### src/rtl/player_mover_if.sv
// Button, blocking-flag and player-state signals shared between the input side and player_mover.
interface player_mover_if #(
  parameter int N_RECT = 8
);
  logic [3:0]        btns;
  logic              btn_color;
  logic [N_RECT-1:0] up_block;
  logic [N_RECT-1:0] down_block;
  logic [N_RECT-1:0] left_block;
  logic [N_RECT-1:0] right_block;
  logic [9:0]        player_hPos;
  logic [9:0]        player_vPos;
  logic [3:0]        player_color;
  logic              moving;
  logic              bump;

  modport master (
    output btns, btn_color, up_block, down_block, left_block, right_block,
    input  player_hPos, player_vPos, player_color, moving, bump
  );

  modport slave (
    input  btns, btn_color, up_block, down_block, left_block, right_block,
    output player_hPos, player_vPos, player_color, moving, bump
  );
endinterface

### src/rtl/player_mover.sv
// Player sprite position/colour owner: tap-to-step and hold-to-repeat movement with
// edge clamping and per-rectangle blocking, plus a colour cycler on btn_color rising edges.
module player_mover #(
  parameter int N_RECT       = 8,
  parameter int PWIDTH       = 12,
  parameter int PHEIGHT      = 12,
  parameter int H_RES        = 640,
  parameter int V_RES        = 480,
  parameter int START_H      = 314,
  parameter int START_V      = 234,
  parameter int STEP         = 1,
  parameter int REPEAT_DELAY = 20,
  parameter int REPEAT_RATE  = 4
) (
  input logic btnClk,
  input logic rst,
  player_mover_if.slave bus
);
  localparam int CNT_W = $clog2((REPEAT_DELAY > REPEAT_RATE) ? REPEAT_DELAY : REPEAT_RATE) + 1;
  localparam logic [CNT_W-1:0] DELAY_T = CNT_W'(REPEAT_DELAY - 2);
  localparam logic [CNT_W-1:0] RATE_T  = CNT_W'(REPEAT_RATE - 2);
  localparam logic [10:0] STEP_W = 11'(STEP);
  localparam logic [10:0] PW_W   = 11'(PWIDTH);
  localparam logic [10:0] PH_W   = 11'(PHEIGHT);
  localparam logic [10:0] HRES_W = 11'(H_RES);
  localparam logic [10:0] VRES_W = 11'(V_RES);

  typedef enum logic [1:0] {IDLE, SETTLE, HOLD} state_t;

  state_t            state, state_nxt;
  logic [3:0]        dir, dir_nxt;
  logic              rep, rep_nxt;
  logic [CNT_W-1:0]  cnt, cnt_nxt;
  logic              step_go;
  logic [9:0]        h_pos, v_pos, h_new, v_new;
  logic [3:0]        color;
  logic              btn_color_q, bump_q;
  logic              blk, stuck;
  logic [N_RECT-1:0] up_v, down_v, left_v, right_v;

  assign up_v    = bus.up_block;
  assign down_v  = bus.down_block;
  assign left_v  = bus.left_block;
  assign right_v = bus.right_block;

  function automatic logic is_dir(input logic [3:0] code);
    return (code == 4'b1000) || (code == 4'b0100) || (code == 4'b0010) || (code == 4'b0001);
  endfunction

  function automatic logic [9:0] dec_sat(input logic [9:0] p);
    logic [10:0] p11;
    p11 = {1'b0, p};
    return (p11 >= STEP_W) ? 10'(p11 - STEP_W) : 10'd0;
  endfunction

  // Clamp so the far edge of the sprite never passes the screen limit.
  function automatic logic [9:0] inc_sat(input logic [9:0] p, input logic [10:0] size,
                                         input logic [10:0] lim);
    logic [10:0] p11;
    p11 = {1'b0, p};
    return (p11 + STEP_W + size <= lim) ? 10'(p11 + STEP_W) : 10'(lim - size);
  endfunction

  always_comb begin
    state_nxt = state;
    dir_nxt   = dir;
    rep_nxt   = rep;
    cnt_nxt   = cnt;
    step_go   = 1'b0;
    case (state)
      IDLE: begin
        if (is_dir(bus.btns)) begin
          step_go   = 1'b1;
          dir_nxt   = bus.btns;
          rep_nxt   = 1'b0;
          state_nxt = SETTLE;
        end
      end
      SETTLE: begin
        cnt_nxt   = '0;
        state_nxt = (bus.btns != dir) ? IDLE : HOLD;
      end
      HOLD: begin
        if (bus.btns != dir) begin
          state_nxt = IDLE;
        end else begin
          cnt_nxt = cnt + 1'b1;
          if (cnt == (rep ? RATE_T : DELAY_T)) begin
            step_go   = 1'b1;
            rep_nxt   = 1'b1;
            state_nxt = SETTLE;
          end
        end
      end
      default: state_nxt = IDLE;
    endcase
  end

  // Whenever a step is issued the held code equals the latched direction, so btns selects it.
  always_comb begin
    h_new = h_pos;
    v_new = v_pos;
    blk   = 1'b0;
    case (bus.btns)
      4'b1000: begin blk = |up_v;    v_new = dec_sat(v_pos); end
      4'b0100: begin blk = |down_v;  v_new = inc_sat(v_pos, PH_W, VRES_W); end
      4'b0010: begin blk = |right_v; h_new = inc_sat(h_pos, PW_W, HRES_W); end
      4'b0001: begin blk = |left_v;  h_new = dec_sat(h_pos); end
      default: ;
    endcase
    stuck = blk || ((h_new == h_pos) && (v_new == v_pos));
  end

  always_ff @(posedge btnClk or posedge rst) begin
    if (rst) begin
      state <= IDLE;
      dir   <= 4'd0;
      rep   <= 1'b0;
      cnt   <= '0;
    end else begin
      state <= state_nxt;
      dir   <= dir_nxt;
      rep   <= rep_nxt;
      cnt   <= cnt_nxt;
    end
  end

  always_ff @(posedge btnClk or posedge rst) begin
    if (rst) begin
      h_pos       <= 10'(START_H);
      v_pos       <= 10'(START_V);
      color       <= 4'd0;
      btn_color_q <= 1'b0;
      bump_q      <= 1'b0;
    end else begin
      btn_color_q <= bus.btn_color;
      if (bus.btn_color && !btn_color_q) color <= color + 4'd1;
      bump_q <= step_go && stuck;
      if (step_go && !blk) begin
        h_pos <= h_new;
        v_pos <= v_new;
      end
    end
  end

  assign bus.player_hPos  = h_pos;
  assign bus.player_vPos  = v_pos;
  assign bus.player_color = color;
  assign bus.moving       = (state != IDLE);
  assign bus.bump         = bump_q;
endmodule
### src/flat_wrapper.sv
// flat-port wrapper written by rule: the top's interface ports become plain ports
module player_mover_flat 
#(
  parameter int N_RECT       = 8,
  parameter int PWIDTH       = 12,
  parameter int PHEIGHT      = 12,
  parameter int H_RES        = 640,
  parameter int V_RES        = 480,
  parameter int START_H      = 314,
  parameter int START_V      = 234,
  parameter int STEP         = 1,
  parameter int REPEAT_DELAY = 20,
  parameter int REPEAT_RATE  = 4
)
  (btnClk, rst, bus_btns, bus_btn_color, bus_up_block, bus_down_block, bus_left_block, bus_right_block, bus_player_hPos, bus_player_vPos, bus_player_color, bus_moving, bus_bump);
  player_mover_if #(.N_RECT(N_RECT)) bus_i ();
  input logic btnClk;
  input logic rst;
  input wire logic [$bits(bus_i.btns)-1:0] bus_btns;
  input wire logic [$bits(bus_i.btn_color)-1:0] bus_btn_color;
  input wire logic [$bits(bus_i.up_block)-1:0] bus_up_block;
  input wire logic [$bits(bus_i.down_block)-1:0] bus_down_block;
  input wire logic [$bits(bus_i.left_block)-1:0] bus_left_block;
  input wire logic [$bits(bus_i.right_block)-1:0] bus_right_block;
  output wire logic [$bits(bus_i.player_hPos)-1:0] bus_player_hPos;
  output wire logic [$bits(bus_i.player_vPos)-1:0] bus_player_vPos;
  output wire logic [$bits(bus_i.player_color)-1:0] bus_player_color;
  output wire logic [$bits(bus_i.moving)-1:0] bus_moving;
  output wire logic [$bits(bus_i.bump)-1:0] bus_bump;
  assign bus_i.btns = bus_btns;
  assign bus_i.btn_color = bus_btn_color;
  assign bus_i.up_block = bus_up_block;
  assign bus_i.down_block = bus_down_block;
  assign bus_i.left_block = bus_left_block;
  assign bus_i.right_block = bus_right_block;
  assign bus_player_hPos = bus_i.player_hPos;
  assign bus_player_vPos = bus_i.player_vPos;
  assign bus_player_color = bus_i.player_color;
  assign bus_moving = bus_i.moving;
  assign bus_bump = bus_i.bump;
  player_mover #(.N_RECT(N_RECT), .PWIDTH(PWIDTH), .PHEIGHT(PHEIGHT), .H_RES(H_RES), .V_RES(V_RES), .START_H(START_H), .START_V(START_V), .STEP(STEP), .REPEAT_DELAY(REPEAT_DELAY), .REPEAT_RATE(REPEAT_RATE)) u_core (.btnClk(btnClk), .rst(rst), .bus(bus_i));
endmodule
### config.mk
export PLATFORM = sky130hd
export DESIGN_NAME = player_mover_flat
export DESIGN_NICKNAME = d
export VERILOG_FILES = /design/src/rtl/player_mover_if.sv /design/src/rtl/player_mover.sv /design/src/flat_wrapper.sv
export SDC_FILE = /design/constraint.sdc
export NUM_CORES = 1
export LEC_CHECK = 0
export CORE_UTILIZATION = 40
export CTS_CLUSTER_DIAMETER = 120
export DETAILED_ROUTE_END_ITERATION = 8
export GPL_TIMING_DRIVEN = 0
export PLACE_DENSITY = 0.66
export SYNTH_ARGS = -nofsm -noshare
export SYNTH_HDL_FRONTEND = slang
export SYNTH_SLANG_ARGS = --single-unit
### constraint.sdc
create_clock -name btnClk -period 3.3 [get_ports btnClk]
set_clock_uncertainty 0.1 [all_clocks]
set_input_delay 0.33 -clock btnClk [delete_from_list [all_inputs] [get_ports btnClk]]
set_output_delay 0.33 -clock btnClk [all_outputs]
set_load 0.02 [all_outputs]
==> flow_summary.ini <==
[status]
status = completed

[synthesis]
yosys_warnings = 0
synth_nets = 548
async_flop_share_pct = 100
syn_avg_cell_area_sq_um = 7.85
synth-edff-count = 0
synth.distinct_cells = 83
synth_seq_cells = 39
ys_top_cells_by_count = nand2_1, o21ai_0, a21oi_1, nor2_1, dfrtp_1
yosysTopAreaCellShare_pct = 18.6
ys_top_cells_by_area = dfrtp_1, dfstp_2, o21ai_0, nand2_1, a21oi_1
syn_inst = 498
synth.most_common_cell = nand2_1
synth-main-ff-cell = dfrtp_1
syn_area_sq_um = 3910
yosysSeqAreaShare_pct = 25.3
synth.largest_area_cell = dfrtp_1

[worst_setup_path]
arrival_ps = 3280
required_ps = 3400
worstSetupStartpointType = flip-flop
timing.rr.end = u_core.bus.bump$_DFF_PP0_
cp_max_fo = 10
critical_path_class = reg -> reg
r2r_slack_ps = 120
worstReg2RegStart = u_core.bus.player_hPos[1]$_DFFE_PP1P_
crit_path_end_kind = flip-flop
reg2reg_depth = 13

[sta]
setup_tns_ps = 0
fin_crit_ps = 3180
whs_ps = 309
min_period_over_period_pct = 96.3
fmax_mhz = 315
hold_viol_final = 0
setup_ws_ps = 123
finalSetupViolations = 0
tightest_slew_ps = 1410
drv_slew = 0
relSlewSlack_pct = 4.70

[clock_tree]
clk_pin_slew_ps = 100
cts_buffers = 5
clock-sinks = 39
cts_hold_buffers = 0
root_buffer = clkbuf_8
htree_levels = 2
clock_latency_ps = 310
clockBufferDepth = 2
cts_tree = done

[placement]
port-buffer-count = 62
place_ws_ps = -239
placed_area_sq_um = 4690
hpwl_um = 8520
routabilityCongestion = 0.945

[final_layout]
syn_to_final_growth_pct = 27.0
num_antenna_cells = 0
design_area_sq_um = 4970
drive_gt1_share_pct = 16.9
layout.nets = 623

[grt]
antenna_found_initial = 0
overflow = 0
grt_max_degree = 40
grt_pass1_wl_um = 18800
first_global_vias = 3842
grtUsageTotal_pct = 23.2

[power]
peakVddDrop_mv = 0.397
p_int_uw = 1340
pwr-share-clk_pct = 18.1
powerDensity_nw_per_um2 = 473
p_sw_share_pct = 42.7
combPwrFrac_pct = 53.3
p_total_uw = 2350
leakagePower_uw = 0.00186
power_switching_uw = 1000
sequentialPowerShare_pct = 28.6

[route]
first_pass_iters = 5
remaining_drc_errors = 0
highest_layer = met4
totalWireLength_um = 11800
drt_iter0_markers = 374
dr_wl_met2_um = 5320
wl_met3_um = 978
drt-met1-wl_um = 5310
wire_per_inst_um = 16.8
vias_per_cell = 6.11
dr_total_vias = 4297
drtAntennaViolNets = 0

[floorplanning]
die_h_um = 101
ioPinCount = 65
start_util_pct = 41.7
core-area_sq_um = 9370
fp.dieArea_sq_um = 10200
core.rowCount = 35
die_w_um = 101

[worst_hold_path]
holdCritPathClass = in -> reg
holdPathEnd = u_core.dir[0]$_DFFE_PP0P_
hold_start = bus_btns[0]
hold_depth = 2

[flow_run]
drv_cap = 0
-- kinds of logic (layout without fill, tap and decap cells) --
kind of cell / Yosys count / count (layout) / synth area share (%)
AND/OR/NAND/NOR: 207 / 207 / 29.6
AO/OA/AOI/OAI: 149 / 149 / 25.9
buffers and inverters: 57 / 133 / 7.36
flip-flops: 39 / 39 / 25.3
XOR/XNOR: 24 / 24 / 5.37
adder cells (fa/ha/maj): 11 / 11 / 3.52
multiplexers: 11 / 11 / 2.98
-- cell type report --
| class | count | area (sq um) |
|---|---|---|
| Buffer | 39 | 223 |
| Clock buffer | 5 | 68.8 |
| Clock inverter | 3 | 43.8 |
| Fill cell | 921 | 4400 |
| Inverter | 17 | 63.8 |
| Multi-Input combinational cell | 402 | 2750 |
| Sequential cell | 39 | 990 |
| Tap cell | 129 | 161 |
| Timing Repair Buffer | 69 | 673 |
-- placed cells by master, fill, tap and decap left out, drive strengths merged, types with 11 or more instances in the layout --
master          n
a21oi          33
buf            36
clkbuf         15
clkdlybuf4s50  62
dfrtp          29
ha             11
inv            17
nand2          46
nand3          20
nor2           33
nor3           12
nor4           21
o21ai          39
xnor2          15
-- routing by layer --
metal	track usage, %	vias to the layer above
met5	0	-
met3	3.95	29
met4	6.13	0
met2	37.4	219
li1	-	2021
met1	32.2	2028
-- per-stage QoR --
step,util (%),std cells
floorplan,-,498
global placement,50.1,689
detailed placement,50.1,689
CTS,51.6,697
global route,53.0,703
finish,53.0,703
-- state kept, by name, summed over array words and instances (netlist names) --
| name | cells |
|---|---|
| u_core.btn_color_q | 1 |
| u_core.bus.bump | 1 |
| u_core.bus.player_color | 4 |
| u_core.bus.player_hPos | 10 |
| u_core.bus.player_vPos | 10 |
| u_core.cnt | 6 |
| u_core.dir | 4 |
| u_core.rep | 1 |
| u_core.state | 2 |
-- power by group through the flow --
stage	sequential [uW]	clock, uW	combinational (uW)
6_report	670	426	1250
5_1_grt	687	459	1350
4_1_cts	677	434	1190
3_5_place_dp	685	0	1160
3_3_place_gp	680	0	1150
2_1_floorplan	752	0	714
-- worst max-delay path by stage --
stage / startpoint / slack [ps] / endpoint
2_1_floorplan: u_core.bus.player_hPos[0]$_DFFE_PP0P_ / 320 / u_core.bus.bump$_DFF_PP0_
3_3_place_gp: u_core.bus.player_hPos[0]$_DFFE_PP0P_ / -160 / u_core.bus.bump$_DFF_PP0_
3_5_place_dp: u_core.bus.player_hPos[0]$_DFFE_PP0P_ / -240 / u_core.bus.bump$_DFF_PP0_
4_1_cts: u_core.bus.player_hPos[0]$_DFFE_PP0P_ / 20 / u_core.bus.bump$_DFF_PP0_
5_1_grt: bus_btns[3] / -70 / u_core.bus.bump$_DFF_PP0_
6_report: u_core.bus.player_hPos[1]$_DFFE_PP1P_ / 120 / u_core.bus.bump$_DFF_PP0_
-- worst max-delay path, cell delays in order, from the launching register on --
cell and delay [ps]:
dfstp_2 570, clkbuf_4 200, inv_1 70, ha_1 190, or4_1 480, o31a_1 260, buf_2 200, a22oi_2 210
nand3_1 110, nand4_1 120, a221o_1 130, nor3_1 50, and4_1 200, a31o_1 180
-- timing repair --
action	CTS	global route
endpoints found under the setup margin	1	10
resized for setup	5	16
pin swaps	0	1
buffers inserted	0	7
(Power assumes the default switching activity.)
